==> src/rtl/add_sub_pipe.sv <==
`default_nettype none
// ============================================================================
// Module      : add_sub_pipe
// Description : Single-stage registered adder/subtractor with a valid/ready
//               handshake on both sides and an accepted-transaction counter.
//               MODE selects the datapath at elaboration time:
//                 0 = add only, 1 = subtract only, 2 = per-transaction via sel.
//               Optional build macro ADD_SUB_PIPE_SAT_EN enables signed
//               saturation of overflowing results; without it results wrap.
// Ports       : clk, rst_n (async, active-low)
//               in_valid/in_ready, sel, in0, in1      -- input transaction
//               out_valid/out_ready, result, carry,
//               overflow                              -- registered result
//               op_count                              -- accepted count (16b)
// Revision    : 1.0 - initial release
// ============================================================================
module add_sub_pipe #(
  parameter int WIDTH = 4,
  parameter int MODE  = 2
) (
  input  logic             clk,
  input  logic             rst_n,
  input  logic             in_valid,
  output logic             in_ready,
  input  logic             sel,
  input  logic [WIDTH-1:0] in0,
  input  logic [WIDTH-1:0] in1,
  output logic             out_valid,
  input  logic             out_ready,
  output logic [WIDTH-1:0] result,
  output logic             carry,
  output logic             overflow,
  output logic [15:0]      op_count
);

  localparam int c_MSB = WIDTH - 1;

  // --------------------------------------------------------------------------
  // Operation select, fixed at elaboration for MODE 0/1
  // --------------------------------------------------------------------------
  logic w_is_sub;

  generate
    if (MODE == 0) begin : g_add_only
      assign w_is_sub = 1'b0;
    end else if (MODE == 1) begin : g_sub_only
      assign w_is_sub = 1'b1;
    end else begin : g_sel
      assign w_is_sub = sel;
    end
  endgenerate

  // --------------------------------------------------------------------------
  // Datapath
  // --------------------------------------------------------------------------
  logic [WIDTH:0]   w_sum;
  logic [WIDTH:0]   w_diff;
  logic [WIDTH:0]   w_full;
  logic             w_ovf;
  logic [WIDTH-1:0] w_res;

  // Zero-extended operands: bit WIDTH is the carry for an add and, because
  // the subtraction underflows only when in0 < in1, the borrow for a subtract.
  assign w_sum  = {1'b0, in0} + {1'b0, in1};
  assign w_diff = {1'b0, in0} - {1'b0, in1};
  assign w_full = w_is_sub ? w_diff : w_sum;

  // Signed overflow: an add overflows when the operand signs agree, a
  // subtract when they differ; in both cases the result sign then differs
  // from in0. The XOR of the operand signs equals w_is_sub exactly in the
  // case that can overflow.
  assign w_ovf = ((in0[c_MSB] ^ in1[c_MSB]) == w_is_sub) &&
                 (w_full[c_MSB] != in0[c_MSB]);

`ifdef ADD_SUB_PIPE_SAT_EN
  // On overflow the true result always has the sign of in0, so in0's sign
  // alone picks the limit: positive in0 -> max positive, negative -> min.
  logic [WIDTH-1:0] w_sat_lim;

  assign w_sat_lim = in0[c_MSB] ? {1'b1, {c_MSB{1'b0}}} : {1'b0, {c_MSB{1'b1}}};
  assign w_res     = w_ovf ? w_sat_lim : w_full[c_MSB:0];
`else
  assign w_res = w_full[c_MSB:0];
`endif

  // --------------------------------------------------------------------------
  // Handshake and output register
  // --------------------------------------------------------------------------
  logic             out_valid_q, out_valid_d;
  logic [WIDTH-1:0] result_q,    result_d;
  logic             carry_q,     carry_d;
  logic             overflow_q,  overflow_d;
  logic [15:0]      op_count_q,  op_count_d;
  logic             w_accept;

  // The output slot is free when empty or being drained this cycle, which
  // lets back-to-back transactions flow at one per cycle.
  assign in_ready = !out_valid_q || out_ready;
  assign w_accept = in_valid && in_ready;

  always_comb begin
    out_valid_d = out_valid_q;
    result_d    = result_q;
    carry_d     = carry_q;
    overflow_d  = overflow_q;
    op_count_d  = op_count_q;
    if (w_accept) begin
      out_valid_d = 1'b1;
      result_d    = w_res;
      carry_d     = w_full[WIDTH];
      overflow_d  = w_ovf;
      op_count_d  = op_count_q + 16'd1;
    end else if (out_ready) begin
      out_valid_d = 1'b0;
    end
  end

  always_ff @(posedge clk or negedge rst_n) begin
    if (!rst_n) begin
      out_valid_q <= 1'b0;
      result_q    <= '0;
      carry_q     <= 1'b0;
      overflow_q  <= 1'b0;
      op_count_q  <= 16'd0;
    end else begin
      out_valid_q <= out_valid_d;
      result_q    <= result_d;
      carry_q     <= carry_d;
      overflow_q  <= overflow_d;
      op_count_q  <= op_count_d;
    end
  end

  assign out_valid = out_valid_q;
  assign result    = result_q;
  assign carry     = carry_q;
  assign overflow  = overflow_q;
  assign op_count  = op_count_q;

endmodule

`default_nettype wire

==> config.mk <==
export PLATFORM = sky130hd
export DESIGN_NAME = add_sub_pipe
export DESIGN_NICKNAME = d
export VERILOG_FILES = /design/src/rtl/add_sub_pipe.sv
export SDC_FILE = /design/constraint.sdc
export NUM_CORES = 1
export LEC_CHECK = 0
export ABC_AREA = 1
export CAP_MARGIN = 5
export CORE_MARGIN = 8
export CORE_UTILIZATION = 44
export DETAILED_ROUTE_END_ITERATION = 6
export PLACE_DENSITY = 0.84
export SLEW_MARGIN = 15
export SYNTH_ARGS = -nofsm -noshare
export SYNTH_HDL_FRONTEND = slang
export SYNTH_SLANG_ARGS = --single-unit
export TNS_END_PERCENT = 5
==> constraint.sdc <==
create_clock -name clk -period 1.1 [get_ports clk]
set_input_delay 0.275 -clock clk [delete_from_list [all_inputs] [get_ports clk]]
set_output_delay 0.275 -clock clk [all_outputs]
set_load 0.01 [all_outputs]
Yosys cells after proc, flatten, opt, wreduce, memory -nomap -nowiden
Index checks and enable logic that the tools add are counted.
{ "totals": {"regBits": 23, "latchBits": 0, "ram_bits": 0, "mem_bits_ro": 0, "wordCells": 19, "mem_count": 0} }
{ "classes": {"addsub": 3, "n_mul": 0, "div": 0, "n_lt_le_gt_ge": 0, "eq_ne": 2, "shift": 0, "muxes": 3, "n_bitwise": 1, "reduce_logical": 5} }
{ "ops": {"columns": ["cell", "count"], "rows": [
  ["$add 16x1->16 const B", 1],
  ["$add 4x4->5", 1],
  ["$mux 5", 1],
  ["$sub 4x4->5", 1],
  ["$logic_and 1x1->1", 2],
  ["$mux 1", 2],
  ["$reduce_bool 2->1", 1],
  ["$eq 1x1->1", 1],
  ["$logic_not 1->1", 1],
  ["$logic_or 1x1->1", 1],
  ["$ne 1x1->1", 1],
  ["$xor 1x1->1", 1]
]} }

Longest topological paths before layout
Gate-level depths: netlist of the first run.
{ "depth": {"word_depth": 4, "ltp_mapped": 13, "mapped_depth_nobuf": 13} }

Least setup slack after synthesis of the first run
OpenSTA, ideal clock, no wires.
{ "synth_path": {"kind": "input port to flip-flop", "startpoint": "input port in1[0]", "endpoint": "register carry_q (netlist: carry)", "arrival_time_ps": 1603, "setup_slack_ps": -621, "path_stages": 11, "cell_sequence": "inv_1 -> ha_1 -> inv_1 -> o21ai_0 -> fa_1 -> o21ai_0 -> nand2_1 -> nand2_1 -> nand2_1 -> nand3_1 -> nand2_1"} }
{ "synth_between": {"elab_chain_len": 2, "word_cells_on_any_way": 3, "cone_classes": "add/sub (2); mux (1)"} }
{ "synth_rtl": {"columns": ["element", "line_no", "source"], "rows": [
  ["start: declaration", "27", "input logic [WIDTH-1:0] in1,"],
  ["$add 4x4->5 / $sub 4x4->5 (equally long branches)", "64, 65", null],
  ["$mux 5 (*)", "66", "assign w_full = w_is_sub ? w_diff : w_sum;"],
  ["end signal: assignment", "128", "carry_q <= carry_d;"],
  ["end: declaration", "91", "logic carry_q, carry_d;"]
]} }
Every way passes the cells marked *; elsewhere a longest branch is shown, timed or not.
A chain may end at the register's enable or synchronous reset.

Worst setup path after layout of the first run
{ "layout_path": {"startpoint": "register op_count_q[0] (netlist: op_count[0])", "endpoint": "register op_count_q[14] (netlist: op_count[14])"} }
{ "layout_between": {"elab_chain_len": 1} }
{ "layout_rtl": {"columns": ["element", "line_no", "source"], "rows": [
  ["start: declaration", "93", "logic [15:0] op_count_q, op_count_d;"],
  ["start signal: assignment", "130", "op_count_q <= op_count_d;"],
  ["$add 16x1->16", "112", "op_count_d = op_count_q + 16'd1;"]
]} }
No other way between the ends.

==> flow_summary.yaml, run 1 <==
outcome:
  outcome: "finished, violations left"
  violations: "setup timing"
clock_tree:
  insertion_delay_ps: 320
  tritoncts: "done"
  cts-buffers-inserted: 3
  cts_max_level: 1
  cts.sinks: 23
  cts-root-buf: "clkbuf_4"
  clk_pin_slew_ps: 130
  clockBufferDepth: 2
  hold_buffers: 0
layout:
  final-seq-area_sq_um: 576
  drive_above_1_share_pct: 43.2
  multi_input_area_sq_um: 906
  stdcell_count: 326
  utilization_pct: 73.0
  n_antenna_cell: 0
  finalNetCount: 301
  area_delta_synth_final_pct: 63.8
  nFillCells: 242
yosys:
  synth_fa_ha_area_share_pct: 6.55
  async_flop_share_pct: 100
  synth-seq-cells: 23
  yosysMostFrequentCell: "nand2_1"
  syn_area_per_cell_sq_um: 7.44
  ys.flop_type: "dfrtp_1"
  yosys-top-cells-area: "dfrtp_1 40%, nand2_1 17%, inv_1 7.2%"
  yosysSeqAreaShare_pct: 39.7
  synth_commonest_cells: "66 x nand2_1, 28 x inv_1, 23 x dfrtp_1, 17 x nor2_1, 13 x nand3_1"
  synthCells: 195
  synthSimpleGateAreaFrac_pct: 34.7
  yosys.area.top_type: "dfrtp_1"
  syn-cell-area_sq_um: 1450
  synth-edff-count: 0
  yosysTopAreaCellShare_pct: 39.7
  yosys_warnings: 0
  synth_top_family_by_area: "simple AND/OR/NAND/NOR gates"
  synth_cell_types: 21
  synth_fp_nets: 215
  synth_mux_area_share_pct: 0
  synthXorXnorAreaFrac_pct: 6.03
  synth-compound-area-share_pct: 5.17
route:
  drtPass1Iterations: 5
  drtAntennaViolNets: 0
  drc_errors: 0
  via_per_inst: 4.87
  vias: 1586
  dr.first_iter.drc_count: 79
  wl_per_cell_um: 13.9
  wl_mm: 4.54
worst_setup_path:
  reg2reg_depth: 9
  cp-end-kind: "flip-flop"
  cp_max_fo: 5
  max_stage_delay_ps: 400
  cp.arrival_ps: 1640
  regToRegSetupSlack_ps: -320
  start_kind: "flip-flop"
  cp.required_ps: 1320
  path_depth: 9
  crit_chain: "buf_6 -> ha_4 -> inv_4 -> nor2_4 -> nand3_2 -> nor2_4 -> nand3_1 -> nand2_1 -> nand2_1"
  slowest_stage: "dfrtp_1"
  critical_path_class: "reg -> reg"
  cp_num_buf_inv: 2
  critPathTopFamily: "simple AND/OR/NAND/NOR gates"
power_and_ir_drop:
  power_frac_clock_pct: 11.4
  power_density_nw_per_um2: 1500
  p_comb_share_pct: 56.1
  seqPwrFrac_pct: 32.5
  max-vdd-ir-drop_mv: 0.695
  p_sw_share_pct: 38.7
  p_leak_nw: 1.19
  internal_power_mw: 2.18
  p_sw_mw: 1.38
sta:
  tns_ps: -5240
  fmax_ghz: 0.705
  finalHoldViolCount: 0
  rsz0062_at_grt: "yes"
  final_max_slew_viol_count: 0
  slew_headroom_pct: 81.9
  final-setup-viol-count: 44
  post-route-period-util_pct: 129
  setup_slack_ps: -318
  worstMarginPinSlew_ps: 270
  skew_ps: 9.38
  fin_crit_ps: 1420
place:
  dp_slack_ps: -1270
  portBuffers: 36
  dp_cells: 311
  dp_hpwl_mm: 2.98
  finalWeightedCongestion: 0.833
flow_run:
  cap_violations: 0
die:
  core_area_sq_um: 3260
  io-pin-count: 37
  dieWidth_um: 73.4
  die-area_sq_um: 5390
  die_h_um: 73.4
  initial_core_util_pct: 44.5
  std_cell_rows: 21
global_routing:
  grt_pass1_wl_mm: 6.95
  grt.overflow.total: 0
  antenna_found_initial: 0
  grt_usage_pct: 16.6
  grt_pass1_vias: 1622
  grt_max_degree: 24
hold_path:
  hold_class: "in -> async"
-- power by group through the flow --
stage	clock network, mW	registers (mW)	logic (mW)
after floorplan	0	1.34	0.519
after global placement	0	1.22	1.53
after detailed placement	0	1.24	1.58
after CTS	0.409	1.15	1.78
after global routing	0.433	1.18	2.15
final	0.406	1.16	2.00
-- registers in the layout (all words and copies together), names as in the netlist --
name and count:
carry 1, op_count 16, result 4, overflow 1, out_valid 1
-- cell type report --
class,instances,share of cell area [%]
clock buffer,4,1.11
inverter,28,5.63
multi-input combinational,142,38.1
sequential,23,24.2
tap,46,2.42
timing repair buffer,83,28.5
-- path summary, 6_finish.rpt --
| kind | from | end |
|---|---|---|
| max in group asynchronous | rst_n | carry$_DFFE_PN0P_ |
| setup / recovery | op_count[0]$_DFFE_PN0P_ | op_count[14]$_DFFE_PN0P_ |
| hold reg to reg | result[0]$_DFFE_PN0P_ | result[0]$_DFFE_PN0P_ |
| hold / removal | rst_n | op_count[3]$_DFFE_PN0P_ |
| setup reg to reg | op_count[0]$_DFFE_PN0P_ | op_count[14]$_DFFE_PN0P_ |
| min in group clk | in1[0] | result[0]$_DFFE_PN0P_ |
-- metrics by stage --
stage | power (mW) | area [sq um] | hold slack [ps]
detailed placement | 2.82 | 2180 | 482
finish | 3.56 | 2380 | 279
global route | 3.77 | 2380 | 291
floorplan | 1.86 | 1490 | -20.6
CTS | 3.34 | 2250 | 280
global placement | 2.75 | 2180 | 468
-- cell usage in the layout, fill, tap and decap left out, drive strengths merged --
cell type       n
a21oi           1
clkdlybuf4s50   4
a22oi           1
xnor2           3
dlygate4sd2     2
o21ai          10
nand4           2
a31oi           2
clkbuf          5
nor3            1
buf            73
fa              1
clkdlybuf4s15   1
ha              6
nor2           21
clkinvlp        1
nand3          14
xor2            7
nand2          69
dfrtp          23
inv            27
nand3b          4
dlymetal6s2s    2
-- cells by family (layout without fill, tap and decap cells) --
| logic type | count (synthesis) | count (layout) |
|---|---|---|
| buffers and inverters | 30 | 115 |
| AND/OR/NAND/NOR | 111 | 111 |
| AO/OA/AOI/OAI | 14 | 14 |
| adder cells (fa/ha/maj) | 7 | 7 |
| XOR/XNOR | 10 | 10 |
| flip-flops | 23 | 23 |
-- metal layers --
metal | track usage [%] | share of wire, % | vias to the layer above
li1 | - | - | 777
met1 | 15.7 | 36 | 763
met2 | 32.2 | 58 | 38
met3 | 3.00 | 3.3 | 8
met4 | 10.2 | 2.5 | 0
met5 | 0 | 0 | -
-- timing repair --
action,in CTS,in global routing
pin swaps,18,20
gates resized for setup,141,34
setup buffers,10,1
endpoints found under the setup margin,46,45
Note: power is estimated with default switching activity, not from simulation.
==> inputs of run 2 (changes only) <==
==> constraint.sdc (replaced) <==
create_clock -name clk -period 1.2 [get_ports clk]
set_input_delay 0.3 -clock clk [delete_from_list [all_inputs] [get_ports clk]]
set_output_delay 0.3 -clock clk [all_outputs]
set_load 0.01 [all_outputs]
==> flow_summary.yaml, run 2 (synthesized netlist as in run 1, its figures left out) <==
outcome:
  outcome: "finished, violations left"
  violations: "setup timing"
global_routing:
  grt_pass1_wl_mm: 6.84
  antenna_found_initial: 0
  grt.overflow.total: 0
  busiest_layer: "met2"
  grt_usage_pct: 16.0
  use_met2_pct: 31.7
  grt_max_degree: 24
  grt_pass1_vias: 1632
  met3_usage_pct: 2.59
  met1_usage_pct: 15.4
worst_setup_path:
  max_stage_delay_ps: 320
  cp_num_buf_inv: 2
  critPathTopFamily: "adder cells"
  start_kind: "primary input"
  cp_max_fo: 4
  cp.required_ps: 1470
  cp_common_cell: "nand3b_1"
  slowest_stage: "ha_1"
  cp.arrival_ps: 1750
  cp-end-kind: "flip-flop"
  crit_chain: "buf_12 -> inv_12 -> ha_4 -> nor2_2 -> nor2_1 -> a22oi_1 -> ha_1 -> a21oi_2 -> nand3_2 -> nand3b_1 -> nand3b_1 -> nand2_1"
  critical_path_class: "in -> reg"
power_and_ir_drop:
  power_frac_clock_pct: 12.0
  p_sw_mw: 1.15
  p_leak_nw: 1.16
  seqPwrFrac_pct: 35.8
  max-vdd-ir-drop_mv: 0.638
  internal_power_mw: 1.86
  total_power_mw: 3.01
  power_density_nw_per_um2: 1310
  p_sw_share_pct: 38.2
  p_comb_share_pct: 52.2
sta:
  rsz0062_at_grt: "yes"
  skew_ps: 9.04
  fmax_ghz: 0.675
  slew_headroom_pct: 80.0
  post-route-period-util_pct: 123
  setup_slack_ps: -281
  fin_crit_ps: 1480
  final_max_slew_viol_count: 0
  worstMarginPinSlew_ps: 296
  finalHoldViolCount: 0
  final-setup-viol-count: 15
place:
  dp_cells: 309
  portBuffers: 36
  finalWeightedCongestion: 0.846
  post_dp_cell_area_sq_um: 2170
  dp_slack_ps: -1180
  dp_hpwl_mm: 2.85
clock_tree:
  cts_max_level: 1
  cts-root-buf: "clkbuf_4"
  clockBufferDepth: 2
  cts-buffers-inserted: 3
  hold_buffers: 0
  insertion_delay_ps: 310
  tritoncts: "done"
  clk_pin_slew_ps: 130
  cts.sinks: 23
die:
  die-area_sq_um: 5390
  die_h_um: 73.4
  std_cell_rows: 21
  initial_core_util_pct: 44.5
  io-pin-count: 37
  dieWidth_um: 73.4
  core_area_sq_um: 3260
route:
  dr.first_iter.drc_count: 76
  wl_mm: 3.95
  wl_per_cell_um: 12.2
  drtAntennaViolNets: 0
  via_per_inst: 4.72
  vias: 1529
  drtPass1Iterations: 4
  drc_errors: 0
layout:
  nFillCells: 287
  largest_reg_flops: 16
  drive_above_1_share_pct: 41.0
  n_antenna_cell: 0
  layout_commonest_cell: "nand2_1"
  final-seq-area_sq_um: 576
  stdcell_count: 324
  area_delta_synth_final_pct: 58.0
  final_cell_mix: "61 x nand2_1, 41 x buf_4, 23 x dfrtp_1"
  multi_input_area_sq_um: 852
  fin_area_sq_um: 2290
  finalNetCount: 299
flow_run:
  cap_violations: 0
hold_path:
  hold_class: "in -> async"
[run 2: final timing paths]
path                                      endpoint               startpoint  cells after the start  slack, ps
hold / removal             op_count[8]$_DFFE_PN0P_                    rst_n                      2        310
setup reg to reg           op_count[6]$_DFFE_PN0P_  op_count[0]$_DFFE_PN0P_                      8       -210
max in group asynchronous  op_count[4]$_DFFE_PN0P_                    rst_n                      2        740
min in group clk             result[0]$_DFFE_PN0P_                   in1[0]                      3        320
hold reg to reg              result[0]$_DFFE_PN0P_    result[0]$_DFFE_PN0P_                      2        490
setup / recovery              overflow$_DFFE_PN0P_                   in1[0]                     12       -280
[run 2: through the flow]
step / hold WS, ps / TNS [ps] / util [%]
after global placement: 467 / -11950 / 66.5
after global routing: 300 / -3700 / 70.4
after floorplan: 4.41 / -1720 / -
after detailed placement: 470 / -12660 / 66.5
after CTS: 303 / -1780 / 67.9
final: 313 / -1850 / 70.4
[run 2: power by group through the flow]
stage               clock network [mW]  registers (mW)  logic, mW
floorplan                            0            1.22      0.476
finish                           0.361            1.08       1.57
global placement                     0            1.12       1.36
CTS                              0.376            1.06       1.47
global route                     0.409            1.10       1.71
detailed placement                   0            1.12       1.41
[run 2: what timing repair did]
action | in CTS | in global routing
setup endpoints to repair | 42 | 35
setup buffers | 11 | 0
pin swaps | 22 | 11
gates resized for setup | 140 | 19
[run 2: routing by layer]
metal | routed length (um) | part of all wire (%)
met3 | 131 | 3.3
met4 | 69 | 1.7
met5 | 0 | 0
met2 | 2270 | 57
met1 | 1480 | 38
[run 2: final cells by class]
cell class | instances | share of cell area (%)
Timing Repair Buffer | 81 | 28.5
Sequential cell | 23 | 25.1
Multi-Input combinational cell | 142 | 37.2
Clock inverter | 1 | 0.218
Inverter | 28 | 5.51
Tap cell | 46 | 2.51
Clock buffer | 3 | 0.982
